File: config.mk
export PLATFORM = sky130hd
export DESIGN_NAME = note_hit_judge
export DESIGN_NICKNAME = d
export VERILOG_FILES = /design/src/rtl/note_hit_judge.sv
export SDC_FILE = /design/constraint.sdc
export NUM_CORES = 1
export LEC_CHECK = 0
export ABC_AREA = 1
export CAP_MARGIN = 15
export CORE_MARGIN = 8
export CORE_UTILIZATION = 40
export CTS_CLUSTER_SIZE = 40
export DETAILED_ROUTE_END_ITERATION = 12
export GPL_ROUTABILITY_DRIVEN = 0
export GPL_TIMING_DRIVEN = 1
export MAX_ROUTING_LAYER = met4
export SLEW_MARGIN = 20
export SYNTH_ARGS = -nofsm -noshare
export SYNTH_HDL_FRONTEND = slang
export SYNTH_SLANG_ARGS = --single-unit
export TNS_END_PERCENT = 50
File: constraint.sdc
create_clock -name clk_i -period 3.2 [get_ports clk_i]
set_input_delay 0.96 -clock clk_i [delete_from_list [all_inputs] [get_ports clk_i]]
set_output_delay 0.96 -clock clk_i [all_outputs]
set_load 0.03 [all_outputs]
File: src/rtl/note_hit_judge.sv
// rtl/note_hit_judge.sv - per-lane rhythm-game note hit judge with debounced buttons
//
// Judges button presses against notes in the strike zone, one lane per bit.
//   clk_i          system clock
//   rst_i          synchronous active-high reset
//   en_i           judging enable; low freezes lane FSMs and counters, drops presses
//   btn_i          raw asynchronous lane buttons, active-high
//   note_i         per-lane note-in-zone level
//   hit_pulse_o    one-cycle pulse per lane on a successful hit
//   miss_pulse_o   one-cycle pulse per lane when a note leaves the zone unhit
//   stray_pulse_o  one-cycle pulse per lane on a press with no note present
//   score_o        total hits, saturating
//   combo_o        consecutive hits since the last miss or stray, saturating
//   miss_cnt_o     total misses, saturating
module note_hit_judge #(
    parameter int DEBOUNCE_CYCLES = 1000000,
    parameter int LANES           = 4
) (
    input  logic             clk_i,
    input  logic             rst_i,
    input  logic             en_i,
    input  logic [LANES-1:0] btn_i,
    input  logic [LANES-1:0] note_i,
    output logic [LANES-1:0] hit_pulse_o,
    output logic [LANES-1:0] miss_pulse_o,
    output logic [LANES-1:0] stray_pulse_o,
    output logic [15:0]      score_o,
    output logic [7:0]       combo_o,
    output logic [7:0]       miss_cnt_o
);

    localparam int            CW      = $clog2(DEBOUNCE_CYCLES + 1);
    localparam logic [CW-1:0] DB_LAST = CW'(DEBOUNCE_CYCLES - 1);

    typedef enum logic [1:0] {
        EMPTY   = 2'd0,
        PENDING = 2'd1,
        DONE    = 2'd2
    } lane_state_t;

    logic [LANES-1:0] btn_s1;
    logic [LANES-1:0] btn_s2;
    logic [LANES-1:0] deb;
    logic [LANES-1:0] deb_prev;
    logic [LANES-1:0] press;
    logic [LANES-1:0] note_r;
    logic [CW-1:0]    db_cnt [LANES];

    lane_state_t      state    [LANES];
    lane_state_t      state_nx [LANES];
    logic [LANES-1:0] hit_d;
    logic [LANES-1:0] miss_d;
    logic [LANES-1:0] stray_d;
    logic [7:0]       hit_n;
    logic [7:0]       miss_n;
    logic [16:0]      score_sum;
    logic [8:0]       combo_sum;
    logic [8:0]       miss_sum;
    logic [15:0]      score_nx;
    logic [7:0]       combo_nx;
    logic [7:0]       miss_cnt_nx;

    // Input conditioning. The debounced level only flips after DEBOUNCE_CYCLES
    // consecutive disagreeing samples; press is the registered rising edge of
    // the debounced level, so it is a single-cycle event per accepted press.
    always_ff @(posedge clk_i) begin
        if (rst_i) begin
            btn_s1   <= '0;
            btn_s2   <= '0;
            deb      <= '0;
            deb_prev <= '0;
            press    <= '0;
            note_r   <= '0;
            for (int i = 0; i < LANES; i++) begin
                db_cnt[i] <= '0;
            end
        end else begin
            btn_s1   <= btn_i;
            btn_s2   <= btn_s1;
            note_r   <= note_i;
            deb_prev <= deb;
            press    <= deb & ~deb_prev;
            for (int i = 0; i < LANES; i++) begin
                if (btn_s2[i] == deb[i]) begin
                    db_cnt[i] <= '0;
                end else if (db_cnt[i] == DB_LAST) begin
                    deb[i]    <= btn_s2[i];
                    db_cnt[i] <= '0;
                end else begin
                    db_cnt[i] <= db_cnt[i] + CW'(1);
                end
            end
        end
    end

    // Lane decisions and saturating counter arithmetic.
    always_comb begin
        hit_d   = '0;
        miss_d  = '0;
        stray_d = '0;
        hit_n   = '0;
        miss_n  = '0;
        for (int i = 0; i < LANES; i++) begin
            state_nx[i] = state[i];
            case (state[i])
                EMPTY: begin
                    if (press[i]) begin
                        stray_d[i] = 1'b1;
                    end else if (note_r[i]) begin
                        state_nx[i] = PENDING;
                    end
                end
                PENDING: begin
                    // A press landing as the note leaves still counts as a hit.
                    if (press[i]) begin
                        hit_d[i]    = 1'b1;
                        state_nx[i] = note_r[i] ? DONE : EMPTY;
                    end else if (!note_r[i]) begin
                        miss_d[i]   = 1'b1;
                        state_nx[i] = EMPTY;
                    end
                end
                DONE: begin
                    if (!note_r[i]) begin
                        state_nx[i] = EMPTY;
                    end
                end
                default: state_nx[i] = EMPTY;
            endcase
            hit_n  = hit_n + 8'(hit_d[i]);
            miss_n = miss_n + 8'(miss_d[i]);
        end

        score_sum   = {1'b0, score_o} + 17'(hit_n);
        combo_sum   = {1'b0, combo_o} + 9'(hit_n);
        miss_sum    = {1'b0, miss_cnt_o} + 9'(miss_n);
        score_nx    = score_sum[16] ? 16'hFFFF : score_sum[15:0];
        miss_cnt_nx = miss_sum[8] ? 8'hFF : miss_sum[7:0];
        // Any break in any lane resets the combo, even if another lane hit.
        if ((miss_d | stray_d) != '0) begin
            combo_nx = 8'd0;
        end else begin
            combo_nx = combo_sum[8] ? 8'hFF : combo_sum[7:0];
        end
    end

    always_ff @(posedge clk_i) begin
        if (rst_i) begin
            for (int i = 0; i < LANES; i++) begin
                state[i] <= EMPTY;
            end
            hit_pulse_o   <= '0;
            miss_pulse_o  <= '0;
            stray_pulse_o <= '0;
            score_o       <= '0;
            combo_o       <= '0;
            miss_cnt_o    <= '0;
        end else if (en_i) begin
            for (int i = 0; i < LANES; i++) begin
                state[i] <= state_nx[i];
            end
            hit_pulse_o   <= hit_d;
            miss_pulse_o  <= miss_d;
            stray_pulse_o <= stray_d;
            score_o       <= score_nx;
            combo_o       <= combo_nx;
            miss_cnt_o    <= miss_cnt_nx;
        end else begin
            hit_pulse_o   <= '0;
            miss_pulse_o  <= '0;
            stray_pulse_o <= '0;
        end
    end

endmodule

# [Yosys cells after proc, flatten, opt, wreduce, memory -nomap -nowiden]
# Memories as Yosys holds them, arrays and structs flattened.
# Index checks and enable logic that the tools add are counted.
# Widths: inputs -> output; s select.
[op_classes] add_sub_neg=13 n_mul=0 n_div=0 n_lt_le_gt_ge=0 eq_ne=16 shifts=0 n_mux=117 n_bitwise=24 n_reduce_logical=10
[op_table] operator="$mux 20" count=12
[op_table] operator="$add 20x1->20 const B" count=4
[op_table] operator="$eq 20x20->1 const B" count=4
[op_table] operator="$mux 1" count=73
[op_table] operator="$mux 2" count=24
[op_table] operator="$mux 8" count=3
[op_table] operator="$pmux 2 s3" count=4
[op_table] operator="$add 8x4->9" count=2
[op_table] operator="$add 16x4->17" count=1
[op_table] operator="$mux 16" count=1
[op_table] operator="$or 1x1->1" count=16
[op_table] operator="$add 3x1->4" count=2
[op_table] operator="$eq 2x1->1 const B" count=4
[op_table] operator="$eq 2x2->1 const B" count=4
[op_table] operator="$logic_not 2->1" count=4
[op_table] operator="$reduce_and 2->1" count=4
[op_table] operator="$add 2x1->3" count=2
[op_table] operator="$not 1->1" count=5
[op_table] operator="$add 1x1->2" count=2
[op_table] operator="$and 4x4->4" count=1
[op_table] operator="$eq 1x1->1" count=4
[op_table] operator="$not 4->4" count=1
[op_table] operator="$or 4x4->4" count=1
[op_table] operator="$reduce_bool 4->1" count=1
[op_table] operator="$reduce_or 2->1" count=1
[word_totals] regBits=68 latch_bits=0 ramBits=88 romBits=0 input_bits=11 out_inout_bits=44 elab_cells=197 memories=2
[mem_list] memory="db_cnt" depth=4 word_bits=20 rd=4 rd_ports_with_merged_regs=0 wr=4 line="47" source="logic [CW-1:0] db_cnt [LANES];"
[mem_list] memory="state" depth=4 word_bits=2 rd=4 rd_ports_with_merged_regs=0 wr=4 line="49" source="lane_state_t state [LANES];"

# [Longest topological paths before layout]
# Gate-level depths: netlist of run 1.
# An unclocked memory read counts as a cell.
[depth] ltp_word=9 depth_mapped=19 depth_no_buf=19

# [Worst setup path before layout of run 1]
# No wires, ideal clock.
[synth_timing] kind="register to register" startpoint="memory state[1][1] in the netlist's numbering" endpoint="register score_o[12]" setup_ns=0.113 arrival_ns=2.906 t_required_ns=3.087 setup_slack_ns=0.181 stages_incl_launch_ff=17 path_buffers=0 period_less_slack_ns=3.019 cell_sequence="edfxtp_1 nor2_1 nand2_1 fa_1 inv_1 ha_1 ha_1 inv_1 fa_1 inv_1 nand4_1 nand2_2 nand2_1 nor2_1 nand2_1 nor2_1 nor2_1"
[synth_rtl] element="start, declared" line="49"
[synth_rtl] element="end signal, assigned" line="165" source="score_o <= score_nx;"
[synth_rtl] element="end, declared" line="27" source="output logic [15:0] score_o,"

==> results of run 1 <==
[registers in the layout, summed over array words and instances (netlist names)]
name           flops
miss_cnt_o         8
deb                4
press              4
state              8
deb_prev           4
note_r             4
btn_s1             4
db_cnt            80
score_o           16
miss_pulse_o       4
hit_pulse_o        4
btn_s2             4
stray_pulse_o      4
combo_o            8
[synth_stat cells (all sizes together)]
master | count | share of area [%]
inv | 153 | 6.9
ha | 12 | 1.8
buf | 12 | 0.99
nand3 | 55 | 3.4
fa | 6 | 1.4
nor2 | 169 | 8.4
a21oi | 54 | 3.3
conb | 1 | 0.045
nand2 | 222 | 10
nor4 | 3 | 0.23
o21ai | 28 | 1.7
xor2 | 22 | 2.3
nand3b | 5 | 0.45
edfxtp | 88 | 32
nor3b | 10 | 0.96
o22ai | 1 | 0.075
o21bai | 2 | 0.18
o31ai | 1 | 0.090
dfxtp | 68 | 16
clkbuf | 4 | 0.18
clkinv | 1 | 0.045
nor3 | 51 | 3.8
or2 | 9 | 0.68
a21o | 1 | 0.090
a31oi | 9 | 0.68
nand4 | 37 | 2.8
xnor2 | 9 | 0.95
o211ai | 3 | 0.27
[critical path, cell delays in order, from the launching register on]
cell	delay [ns]
sky130_fd_sc_hd__edfxtp_1	0.37
sky130_fd_sc_hd__inv_2	0.07
sky130_fd_sc_hd__nor2_4	0.11
sky130_fd_sc_hd__nand2_2	0.07
sky130_fd_sc_hd__fa_1	0.54
sky130_fd_sc_hd__inv_1	0.05
sky130_fd_sc_hd__ha_2	0.19
sky130_fd_sc_hd__ha_4	0.28
sky130_fd_sc_hd__inv_1	0.07
sky130_fd_sc_hd__fa_2	0.37
sky130_fd_sc_hd__inv_1	0.06
sky130_fd_sc_hd__nand4_1	0.10
sky130_fd_sc_hd__nand2_2	0.18
sky130_fd_sc_hd__nand2_4	0.11
sky130_fd_sc_hd__o21ai_0	0.16
sky130_fd_sc_hd__nand3_1	0.09
sky130_fd_sc_hd__nand2_1	0.06
sky130_fd_sc_hd__inv_1	0.03
[cells in the final DEF (no fill, tap or decap), drive strengths merged, types with 5 or more instances in the layout]
cell	instances
a21oi	54
a31oi	9
buf	16
clkbuf	22
clkdlybuf4s50	54
clkinv	5
conb	80
dfxtp	68
edfxtp	88
fa	6
ha	12
inv	158
nand2	222
nand3	55
nand3b	5
nand4	37
nor2	169
nor3	51
nor3b	10
o21ai	28
or2	9
xnor2	9
xor2	22
[final cells by class]
cell class | count | area share, %
clock buffers | 22 | 4.60
clock inverters | 10 | 0.838
inverters | 154 | 5.70
multi-input cells | 789 | 39.5
flip-flops and latches | 156 | 39.5
well taps | 275 | 3.39
repair buffers | 70 | 6.55
[what timing repair did]
item	4_1_cts	5_1_grt
hold buffers	0	0
setup endpoints to repair	2	23
pin swaps	0	3
cloned	0	1
gates resized for setup	1	19
buffers inserted	0	1
[cells by family after synthesis]
kind of cell | share of synthesized area (%)
AOI/OAI and AO/OA | 6.35
xor gates and xnor gates | 3.26
adders and majority gates | 3.24
buffers and inverters | 8.11
DFF | 48.1
other | 0.0450
and+or+nand+nor | 30.9
[power breakdown]
part           total (mW)  switching [mW]  internal (mW)
logic               0.265           0.171         0.0940
clock network        1.92           0.804           1.12
registers            2.25          0.0608           2.18
[through the flow]
stage / total power [mW] / setup slack, ns / util [%] / std cells / setup TNS [ns]
final: 4.43 / 0.187 / 48.9 / 1476 / 0
after global routing: 4.62 / -0.0171 / 48.9 / 1476 / -0.0171
after CTS: 4.48 / 0.0295 / 48.5 / 1474 / 0
after detailed placement: 2.55 / 0.00741 / 45.9 / 1442 / 0
after global placement: 2.54 / 0.0551 / 45.9 / 1442 / 0
after floorplan: 2.46 / 0.181 / - / 1115 / 0
[per-layer routing]
| metal | routed length (µm) | track usage (%) | share of wire (%) |
|---|---|---|---|
| met1 | 8290 | 17.8 | 47 |
| met2 | 8330 | 22.8 | 47 |
| met3 | 689 | 3.69 | 3.9 |
| met4 | 252 | 4.16 | 1.4 |
| met5 | 0 | - | 0 |
[worst paths after layout]
| path | cells past startpoint | startpoint | endpoint | slack [ns] |
|---|---|---|---|---|
| max | 17 | state[1][0]$_SDFFCE_PN0P_ | score_o[6]$_SDFFE_PP0P_ | 0.19 |
| min | 1 | deb_prev[3]$_SDFF_PP0_ | press[3]$_SDFF_PP0_ | 0.39 |
| max reg2reg | 17 | state[1][0]$_SDFFCE_PN0P_ | score_o[6]$_SDFFE_PP0P_ | 0.19 |
| min reg2reg | 1 | deb_prev[3]$_SDFF_PP0_ | press[3]$_SDFF_PP0_ | 0.39 |
==> Implementation_results.wiki, run 1 <==
{| class="wikitable"
! Metric !! Value
|-
| Initial cell density of the core || 40.1%
|-
| DRC violations left || 0
|-
| Instance area at placement || 9520 µm²
|-
| Detail-routed via count per cell || 4.67
|-
| Clk root buf || sky130_fd_sc_hd__clkbuf_16
|-
| Row cnt || 53
|-
| Class of the most critical hold timing path || register to register
|-
| Combined flip-flop and latch cell area || 4000 µm²
|-
| Biggest fanout along the worst timing path || 7
|-
| Average routed wire per standard cell || 11.9 µm
|-
| CP required || 3.52 ns
|-
| Clock sink total || 156
|-
| Synthesized area || 8330 µm²
|-
| Total Routing Usage GR || 14.3%
|-
| Part of the Yosys area used for sequential elements || 48.1%
|-
| Critical Path AT || 3.33 ns
|-
| Finish-stage setup viols || 0
|-
| Skew final || 0.0108 ns
|-
| Area of the die || 25700 µm²
|-
| Final hold violations || 0
|-
| Min Clock Period, post-route || 3.01 ns
|-
| Element type at the critical path end || register
|-
| Port Buffers || 54
|-
| TritonCTS clock tree || done
|-
| Total area of multi-input combinational cells || 4010 µm²
|-
| Post-synthesis to final-layout area growth || 21.8%
|-
| Count of different cell masters after synthesis || 44
|-
| Static leakage || 4.19 nW
|-
| Number of buffers inserted during clock tree synthesis || 17
|-
| Routed Wire Length || 17600 µm
|-
| Number of nets in the final layout || 1217
|-
| Critical Setup Path Class || register to register
|-
| Tcrit/Tclk final || 94.2%
|-
| Std-Cell Core Area || 20800 µm²
|-
| Antenna violations before repair || 0
|-
| Final ANT Viol Nets || 0
|-
| Clock latency on the worst-skew pair || 0.42 ns
|-
| Register bit total from synthesis || 156
|-
| Die X-Extent || 160 µm
|-
| Count of TritonRoute iterations in the first routing pass || 5
|-
| Number of design-rule violations left by the first detailed-router iteration || 324
|-
| Share of final-layout standard cells stronger than drive strength 1 || 8.41%
|-
| Total number of H-tree levels || 4
|-
| Total of max-cap violations || 0
|-
| Ratio of total power to cell area || 437 nW/µm²
|-
| Half-perimeter wire length after detailed placement || 13100 µm
|-
| Number of top-level design ports || 55
|-
| Warning count from the yosys run || 0
|-
| Routed vias || 6892
|-
| Pin count of the biggest net entering global routing || 24
|-
| Clock edge transition at the registers on the reported setup and hold paths || 0.06 ns
|-
| Clock Path Buffers || 2
|-
| First-pass GRT wire length || 29800 µm
|-
| Diodes inserted || 0
|-
| Via count of the first global-routing pass || 6328
|-
| Fill count || 2062
|-
| Gate count of the mapped netlist || 1036
|-
| Max frequency || 0.332 GHz
|-
| Die Ht || 160 µm
|-
| Average size of a mapped cell || 8.04 µm²
|-
| Worst vdd ir || 0.383 mV
|-
| Status || completed
|-
| Max-slew violation count || 0
|-
| Kind of start point of the critical path || register
|-
| Final std cell area, no fill || 10100 µm²
|-
| Final global-route overflow total || 0
|-
| WHS || 0.389 ns
|}
Power figures use the tool's default switching activity.
==> inputs of run 2 (changes only) <==
- ABC_CLOCK_PERIOD_IN_PS: unset -> 3200
- REMOVE_ABC_BUFFERS: unset -> 1
==> Implementation_results.wiki, run 2 (synthesis results as in run 1) <==
{| class="wikitable"
! Metric !! Value
|-
| Static leakage || 4.20 nW
|-
| First-pass GRT wire length || 29400 µm
|-
| Post-synthesis to final-layout area growth || 22.3%
|-
| TritonCTS clock tree || done
|-
| Ratio of total power to cell area || 447 nW/µm²
|-
| Min Clock Period, post-route || 3.06 ns
|-
| Routed vias || 6840
|-
| Total Routing Usage GR || 14.0%
|-
| Average routed wire per standard cell || 11.8 µm
|-
| WHS || 0.387 ns
|-
| Met2 track demand over resource in global routing || 22.4%
|-
| Area of the die || 25700 µm²
|-
| Instance area at placement || 9520 µm²
|-
| Kind of start point of the critical path || register
|-
| Port Buffers || 54
|-
| Total of hold buffers inserted after clock tree synthesis || 0
|-
| DRC violations left || 0
|-
| Initial cell density of the core || 40.1%
|-
| Global-route met3 utilization || 2.69%
|-
| Clock edge transition at the registers on the reported setup and hold paths || 0.06 ns
|-
| Critical Setup Path Class || register to register
|-
| Power after layout || 4.55 mW
|-
| Critical Path AT || 3.36 ns
|-
| Number of buffers inserted during clock tree synthesis || 17
|-
| Cell with the most instances on the worst path || sky130_fd_sc_hd__inv_1
|-
| Total negative slack || 0 ns
|-
| Reg-to-reg startpoint || state[1][1]$_SDFFCE_PN0P_
|-
| Critical Path Start || state[1][1]$_SDFFCE_PN0P_
|-
| CP required || 3.50 ns
|-
| Std-Cell Core Area || 20800 µm²
|-
| Max reg flops || 80
|-
| CP cell instances || nor2_4 > nand2_2 > fa_1 > inv_1 > ha_2 > ha_2 > inv_1 > fa_2 > inv_1 > nand4_1 > nand2_2 > buf_4 > nand4_1 > nand2_1 > nand2_1 > nor2_1 > nor2_1
|-
| Number of design-rule violations left by the first detailed-router iteration || 372
|-
| Most frequent cells in the layout || sky130_fd_sc_hd__nand2_1 (210), sky130_fd_sc_hd__nor2_1 (153), sky130_fd_sc_hd__inv_1 (147)
|-
| Most frequent standard cell in the layout excluding fill and tap cells || sky130_fd_sc_hd__nand2_1
|-
| Worst slack at placement || 0.0458 ns
|-
| Total of max-cap violations || 0
|-
| Total number of H-tree levels || 4
|-
| Status || completed
|-
| Antenna violations before repair || 0
|-
| Critical Path Max Stage Delay || 0.56 ns
|-
| Clock latency on the worst-skew pair || 0.42 ns
|-
| Worst vdd ir || 0.271 mV
|-
| Half-perimeter wire length after detailed placement || 13000 µm
|-
| Element type at the critical path end || register
|-
| Most flops, register || db_cnt
|-
| Number of nets in the final layout || 1218
|-
| Tcrit/Tclk final || 95.7%
|-
| Finish-stage setup viols || 0
|-
| Most Used Layer, Global Route || met2
|-
| Clk root buf || sky130_fd_sc_hd__clkbuf_16
|-
| Clock sink total || 156
|-
| Class of the most critical hold timing path || register to register
|-
| Max-slew violation count || 0
|-
| Skew final || 0.00926 ns
|-
| Met1 track demand over resource in global routing || 17.6%
|-
| Via count of the first global-routing pass || 6269
|-
| Clock Path Buffers || 2
|-
| Largest registers ranked by flip-flop count || db_cnt (80), score_o (16)
|-
| Diodes inserted || 0
|-
| Biggest fanout along the worst timing path || 5
|-
| Share of final-layout standard cells stronger than drive strength 1 || 8.82%
|-
| Placed instance count || 1443
|-
| Final hold violations || 0
|-
| Final ANT Viol Nets || 0
|-
| Final std cell area, no fill || 10200 µm²
|-
| Row cnt || 53
|-
| Die X-Extent || 160 µm
|-
| Final global-route overflow total || 0
|-
| Fill count || 2028
|-
| Filler-free cell count of the finished design || 1477
|-
| Routed Wire Length || 17400 µm
|-
| Worst-path cell with the longest stage delay || sky130_fd_sc_hd__fa_1
|-
| Number of top-level design ports || 55
|-
| Detail-routed via count per cell || 4.63
|-
| Worst setup slack after layout || 0.137 ns
|-
| Startpoint of the worst hold path || deb_prev[3]$_SDFF_PP0_
|-
| Max frequency || 0.326 GHz
|-
| Pin count of the biggest net entering global routing || 21
|-
| Die Ht || 160 µm
|-
| Share of the core filled with cells || 49.1%
|-
| Count of TritonRoute iterations in the first routing pass || 4
|}
[run 2: cell types whose count changed in the layout (fill, tap and decap cells not counted), moves of 2 or more]
cell                         delta
sky130_fd_sc_hd__inv_4          -2
sky130_fd_sc_hd__buf_4          +2
sky130_fd_sc_hd__nand2_1        -2
sky130_fd_sc_hd__clkbuf_1       -2
sky130_fd_sc_hd__clkbuf_16      +2
sky130_fd_sc_hd__clkinvlp_4     +3
sky130_fd_sc_hd__nand2_2        +3
sky130_fd_sc_hd__clkinv_2       -3
[run 2: worst paths after layout]
kind                                            endpoint  slack (ns)  cells after the start
worst max-delay path            score_o[10]$_SDFFE_PP0P_        0.14                     17
worst min-delay path                 press[3]$_SDFF_PP0_        0.39                      1
worst max register to register  score_o[10]$_SDFFE_PP0P_        0.14                     17
worst min register to register       press[3]$_SDFF_PP0_        0.39                      1
[run 2: worst max-delay path, delay by kind of cell, from the launching register on]
family,cells,cell delay [ns]
adders and majority gates,4,1.41
and+or+nand+nor,9,0.81
DFF,1,0.43
buffers and inverters,4,0.29
[run 2: area by class of cell]
class	count	area (µm²)	area share (%)
repair buffers	71	663	6.51
flip-flops and latches	156	4000	39.3
multi-input cells	789	4000	39.2
clock buffers	21	504	4.95
clock inverters	11	101	0.994
inverters	154	578	5.67
well taps	275	344	3.38
[run 2: report_power, final]
| part | internal [mW] | leakage [nW] | switching (mW) |
|---|---|---|---|
| registers | 2.18 | 1.46 | 0.0611 |
| logic | 0.0938 | 2.44 | 0.169 |
| clock network | 1.21 | 0.290 | 0.829 |
[run 2: per-layer routing]
metal | share of wire [%] | up-vias
li1 | - | 3618
met1 | 49 | 3124
met4 | 1.1 | 0
met3 | 3.1 | 11
met5 | 0 | -
met2 | 47 | 87
[run 2: repair_timing]
action | 4_1_cts | 5_1_grt
resized for setup | 0 | 16
buffers inserted | 0 | 2
hold endpoints to repair | 0 | 0
setup endpoints to repair | 0 | 17
